[src/rtl/seg7_scan_reader.sv]
// seg7_scan_reader: recovers per-digit hex values from a multiplexed active-low 7-segment bus
//   clk, reset_n   : clock, async active-low reset
//   sample_en      : sample strobe; inputs are evaluated only when high
//   an, seg        : active-low digit selects and segment lines (seg[0]=a .. seg[6]=g)
//   err_clr        : synchronous clear of err_flags
//   hex_out        : committed value of digit i on bits [4i+3:4i]
//   digit_valid    : digit i last committed as a legal hex code
//   digit_blank    : digit i last committed as all-off
//   err_flags      : sticky per-digit illegal-pattern flags
//   upd, upd_idx   : commit pulse and index of the last committed digit
//   frame_done     : pulse when every digit has committed since the previous pulse
module seg7_scan_reader #(
    parameter int NUM_DIGITS = 4,
    parameter int STABLE_CNT = 3
) (
    input  logic                    clk,
    input  logic                    reset_n,
    input  logic                    sample_en,
    input  logic [NUM_DIGITS-1:0]   an,
    input  logic [0:6]              seg,
    input  logic                    err_clr,
    output logic [4*NUM_DIGITS-1:0] hex_out,
    output logic [NUM_DIGITS-1:0]   digit_valid,
    output logic [NUM_DIGITS-1:0]   digit_blank,
    output logic [NUM_DIGITS-1:0]   err_flags,
    output logic                    upd,
    output logic [2:0]              upd_idx,
    output logic                    frame_done
);
    typedef enum logic {HUNT, LOCKED} state_t;
    localparam int CW = NUM_DIGITS + 7;
    state_t                  state_q, state_d;
    logic [CW-1:0]           cand_q, cand_d;
    logic [3:0]              cnt_q, cnt_d;
    logic [NUM_DIGITS-1:0]   seen_q, seen_d, seen_n;
    logic [4*NUM_DIGITS-1:0] hex_q, hex_d;
    logic [NUM_DIGITS-1:0]   valid_q, valid_d, blank_q, blank_d, err_q, err_d;
    logic                    upd_q, upd_d, frame_q, frame_d;
    logic [2:0]              idx_q, idx_d, idx;
    logic                    an_legal, commit, is_blank;
    logic [4:0]              dec;
    // {legal, value}; legal=0 for anything outside the 16 hex glyphs
    function automatic logic [4:0] decode(input logic [6:0] p);
        case (p)
            7'b0000001: decode = 5'h10;
            7'b1001111: decode = 5'h11;
            7'b0010010: decode = 5'h12;
            7'b0000110: decode = 5'h13;
            7'b1001100: decode = 5'h14;
            7'b0100100: decode = 5'h15;
            7'b0100000: decode = 5'h16;
            7'b0001111: decode = 5'h17;
            7'b0000000: decode = 5'h18;
            7'b0001100: decode = 5'h19;
            7'b0001000: decode = 5'h1A;
            7'b1100000: decode = 5'h1B;
            7'b0110001: decode = 5'h1C;
            7'b1000010: decode = 5'h1D;
            7'b0110000: decode = 5'h1E;
            7'b0111000: decode = 5'h1F;
            default:    decode = 5'h00;
        endcase
    endfunction
    assign an_legal = $onehot(~an);
    assign dec      = decode(seg);
    assign is_blank = (seg == 7'h7F);
    always_comb begin
        idx = 3'd0;
        for (int i = 0; i < NUM_DIGITS; i++)
            if (!an[i]) idx = 3'(i);
    end
    always_comb begin
        state_d = state_q;
        cand_d  = cand_q;
        cnt_d   = cnt_q;
        commit  = 1'b0;
        if (sample_en) begin
            if (!an_legal) begin
                cnt_d   = 4'd0;
                state_d = HUNT;
            end else if ({an, seg} != cand_q) begin
                cand_d  = {an, seg};
                cnt_d   = 4'd1;
                state_d = HUNT;
                commit  = (STABLE_CNT == 1);
            end else if (state_q == HUNT) begin
                cnt_d  = cnt_q + 4'd1;
                commit = (cnt_d == 4'(STABLE_CNT));
            end
            if (commit) state_d = LOCKED;
        end
    end
    always_comb begin
        hex_d   = hex_q;
        valid_d = valid_q;
        blank_d = blank_q;
        err_d   = err_clr ? '0 : err_q;
        upd_d   = commit;
        idx_d   = commit ? idx : idx_q;
        frame_d = 1'b0;
        seen_n  = seen_q | (commit ? ~an : '0);
        seen_d  = seen_n;
        for (int i = 0; i < NUM_DIGITS; i++) begin
            if (commit && !an[i]) begin
                // illegal glyphs leave the previous hex value in place
                hex_d[4*i +: 4] = dec[4] ? dec[3:0] : (is_blank ? 4'h0 : hex_q[4*i +: 4]);
                valid_d[i]      = dec[4];
                blank_d[i]      = is_blank;
                err_d[i]        = err_d[i] | (!dec[4] && !is_blank);
            end
        end
        if (commit && &seen_n) begin
            frame_d = 1'b1;
            seen_d  = '0;
        end
    end
    always_ff @(posedge clk or negedge reset_n) begin
        if (!reset_n) begin
            state_q <= HUNT;
            cand_q  <= '0;
            cnt_q   <= '0;
            seen_q  <= '0;
            hex_q   <= '0;
            valid_q <= '0;
            blank_q <= '0;
            err_q   <= '0;
            upd_q   <= 1'b0;
            idx_q   <= '0;
            frame_q <= 1'b0;
        end else begin
            state_q <= state_d;
            cand_q  <= cand_d;
            cnt_q   <= cnt_d;
            seen_q  <= seen_d;
            hex_q   <= hex_d;
            valid_q <= valid_d;
            blank_q <= blank_d;
            err_q   <= err_d;
            upd_q   <= upd_d;
            idx_q   <= idx_d;
            frame_q <= frame_d;
        end
    end
    assign hex_out     = hex_q;
    assign digit_valid = valid_q;
    assign digit_blank = blank_q;
    assign err_flags   = err_q;
    assign upd         = upd_q;
    assign upd_idx     = idx_q;
    assign frame_done  = frame_q;
endmodule

[config.mk]
export PLATFORM = sky130hd
export DESIGN_NAME = seg7_scan_reader
export DESIGN_NICKNAME = d
export VERILOG_FILES = /design/src/rtl/seg7_scan_reader.sv
export SDC_FILE = /design/constraint.sdc
export NUM_CORES = 1
export LEC_CHECK = 0
export CELL_PAD_IN_SITES_DETAIL_PLACEMENT = 2
export CELL_PAD_IN_SITES_GLOBAL_PLACEMENT = 2
export CORE_UTILIZATION = 36
export DETAILED_ROUTE_END_ITERATION = 8
export PLACE_DENSITY_LB_ADDON = 0.3
export SYNTH_ARGS = -nofsm -noshare
export SYNTH_HDL_FRONTEND = slang
export SYNTH_SLANG_ARGS = --single-unit
export TNS_END_PERCENT = 100
[constraint.sdc]
create_clock -name clk -period 3.8 [get_ports clk]
set_input_delay 0.76 -clock clk [delete_from_list [all_inputs] [get_ports clk]]
set_output_delay 0.76 -clock clk [all_outputs]
set_load 0.05 [all_outputs]
==> impl_results.md, run 1 <==
- Reg2reg end: hex_out[3]$_DFFE_PN0P_
- Post-synth top area cell: dfrtp_1
- Largest net degree at the start of global routing: 29
- Final setup vio count: 0
- Chip width: 90.08 um
- Remaining antenna violation count after routing: 0
- Post-synth EDFFs: 0
- Vias in the first global route: 2652
- Clock slew at the register clock pins of the worst setup and hold paths: 0.10 ns
- Cts bufs inserted: 5
- Max Cap Viol: 0
- Share of cells above drive strength 1: 0.1424
- N_diodes: 0
- TNS Setup: 0 ns
- PwrDens: 379.4 nW/um^2
- FMAX: approximately 270 MHz
- Crit path max fanout: 11
- Starting Density: 0.3789
- Post-synthesis instance total: 284
- Num rows: 31
- Global-route wire length before repair: ~14 mm
- Wire length per cell: 18.13 um
- Hold Path Class: input port to asynchronous set/reset pin
- Post-CTS setup buffer count: 0
- Final GP Congestion: 0.7558
- Clk Latency, worst-skew pair: 0.31 ns
- Ports: 48
- Top-area cell type share of the netlist area: 0.4659
- Worst-Margin Slew: 0.6607 ns
- Combinational share of power: 0.198
- Root Driver: clkbuf_8
- Final worst clock skew: 0.01443 ns
- Core Area: 7370 um^2
- Most frequent cells in the layout: dfrtp_1, clkdlybuf4s50_1, nor2_1
- Max-slew violations: 0
- Reg2reg start: cnt_q[0]$_DFFE_PN0P_
- Seq/Total Area, Yosys: 0.4659
- Port Buffer Count: 46
- Detailed Route WL: 7.903 mm
- Clk sinks: between 50 and 60
- Hold WS: 0.4658 ns
- Leak: 1.471 nW
- Relative slew slack: 0.5595
- Clk pwr share: 0.308
- Distinct cells, synth: 52
- Max clock buf depth: 2
- Internal: 961.1 uW
- Status: completed
- Detailed Routing Iterations Pass 1: 4
- Synthesized net count: 304
- Crit. End Element: flip-flop
- Htree depth: 2
- Die span in y: approximately 90 um
- Commonest non-fill, non-tap cell in the layout: dfrtp_1
- FF+latch count, synth: 52
- Total grt overflow: 0
- Reg power frac: 0.494
- Synth Warn #: 0
- Switching Fraction: 0.2736
- Post-detail-place hpwl: 5.891 mm
- Largest cells by area after synthesis: dfrtp_1, mux2_2, o21ai_0
- Starting DRT DRC Count: between 50 and 60
- Die ar.: 8114 um^2
- Resize count post-CTS: 0
- # nets final: 356
- Most used flip-flop cell after synthesis: dfrtp_1
- Tcrit/Tclk final: 0.9669
- Crit path kind: input port to flip-flop
- Final hold vios: 0
- Initial antenna violation count: 0
- Post-layout util: 0.4732
- Reg2Reg Depth: 7
- DR DRC count: 0
- Syn_area_per_cell: 9.833 um^2
- TritonCTS clock tree: done
- Vias/cell: 5.404
- Area grow syn2layout: 24.87%
- Sw Pwr: between 300 and 400 uW
- FFs w/ async S/R, synth: 1.000
- Min cycle time layout: 3.674 ns
- Worst reg-to-reg setup slack: about 1.2 ns
- WP data required: 3.96 ns
- Critical path startpoint category: input port
- Worst EP arrival: 3.84 ns
- Netlist Area Pre-Place: between 2000 and 3000 um^2
- RSZ-0062 raised after global routing: no
- Peak supply drop: 0.1558 mV
- Total track usage: 0.2151
- Total number of vias: 2356
- CTS Hold Buffers Added: 0
worst max-delay path: stages:
cell and delay, ns:
clkdlybuf4s50_1 0.47, fa_1 0.55, inv_1 0.04, ha_1 0.17, ha_1 0.27, nor3b_1 0.32
nand4bb_2 0.24, or3_1 0.61, o21ai_0 0.27, o21ai_0 0.13
through the flow:
step / total power, mW / std cells / setup WS [ns] / instance area, um^2
5_1_grt: 1.385 / 436 / 0.001496 / 3487
6_report: 1.323 / 436 / 0.1258 / 3487
2_1_floorplan: 0.8399 / 284 / 0.6499 / 2793
4_1_cts: 1.338 / 436 / 0.1371 / 3487
3_5_place_dp: 0.9294 / 428 / -0.1535 / 3366
3_3_place_gp: 0.9102 / 428 / 0.02277 / 3366
how the worst max path moves through the flow:
stage | endpoint | from | slack (ns)
6_report | hex_out[3]$_DFFE_PN0P_ | an[0] | 0.13
4_1_cts | hex_out[3]$_DFFE_PN0P_ | an[0] | 0.14
3_3_place_gp | hex_out[1]$_DFFE_PN0P_ | an[0] | 0.02
2_1_floorplan | hex_out[14]$_DFFE_PN0P_ | an[0] | 0.65
5_1_grt | hex_out[3]$_DFFE_PN0P_ | an[0] | 0.001
3_5_place_dp | hex_out[3]$_DFFE_PN0P_ | an[0] | -0.15
registers in the layout, indices dropped and copies added (netlist names):
name         flops
digit_valid      4
upd_idx          2
cnt_q            4
hex_out         16
seen_q           4
state_q          1
cand_q          11
err_flags        4
frame_done       1
upd              1
digit_blank      4
metal layers:
| layer | track usage | wire (um) | vias to the layer above |
|---|---|---|---|
| li1 | - | - | 1098 |
| met1 | 0.2653 | 3428 | 1223 |
| met2 | 0.3893 | 4221 | 29 |
| met3 | 0.03299 | 167 | 6 |
| met4 | 0.05645 | 86 | 0 |
| met5 | 0 | 0 | - |
kinds of logic after synthesis:
logic type	count (synthesis)	synth area share
buffers and inverters	32	0.06675
DFF	52	0.4660
and+or+nand+nor	95	0.1953
adders and majority gates	5	0.02509
muxes	14	0.05645
AOI/OAI and AO/OA	71	0.1452
other	1	0.001343
xor gates and xnor gates	14	0.04391
power by group through the flow:
stage	sequential, mW	clock [mW]	combinational [mW]
floorplan	0.653	0	0.187
global placement	0.658	0	0.253
detailed placement	0.665	0	0.264
CTS	0.654	0.418	0.266
global route	0.660	0.436	0.289
finish	0.654	0.407	0.262
Yosys cell counts (2+ instances only):
cell / instances
buf_6: 6
nand4_1: 5
or2_2: 2
dfrtp_1: 52
xnor2_1: 11
nand4b_1: 2
nand2b_1: 6
nor3_1: 8
nor2_1: 21
o21ai_0: 20
mux2_2: 14
and3_1: 2
a21o_1: 2
nor2b_1: 3
a31oi_1: 3
nand3_1: 6
o22ai_1: 6
inv_1: 14
ha_1: 4
o21ai_1: 20
nor4_1: 3
nor3b_1: 2
buf_2: 8
nand2_1: 18
or3_1: 5
xor2_1: 3
buf_4: 3
a21oi_1: 11
cell type report:
type	instances	area, um^2
Timing Repair Buffer	63	583.1
Sequential cell	52	1301
Multi-Input combinational cell	200	1305
Tap cell	99	123.9
Inverter	14	52.55
Fill cell	801	3882
Clock inverter	2	38.79
Clock buffer	6	82.58
Power figures use the tool's default switching activity.
==> run 2: changes to the inputs <==
Settings changed: GPL_ROUTABILITY_DRIVEN set to 1.
==> results of run 2 <==
The final DEF is identical to that of run 1; final timing and power are the same.
==> run 3: changes to the inputs <==
Settings changed: TNS_END_PERCENT 100 to unset.
==> results of run 3 <==
The final DEF is identical to that of run 1; final timing and power are the same.
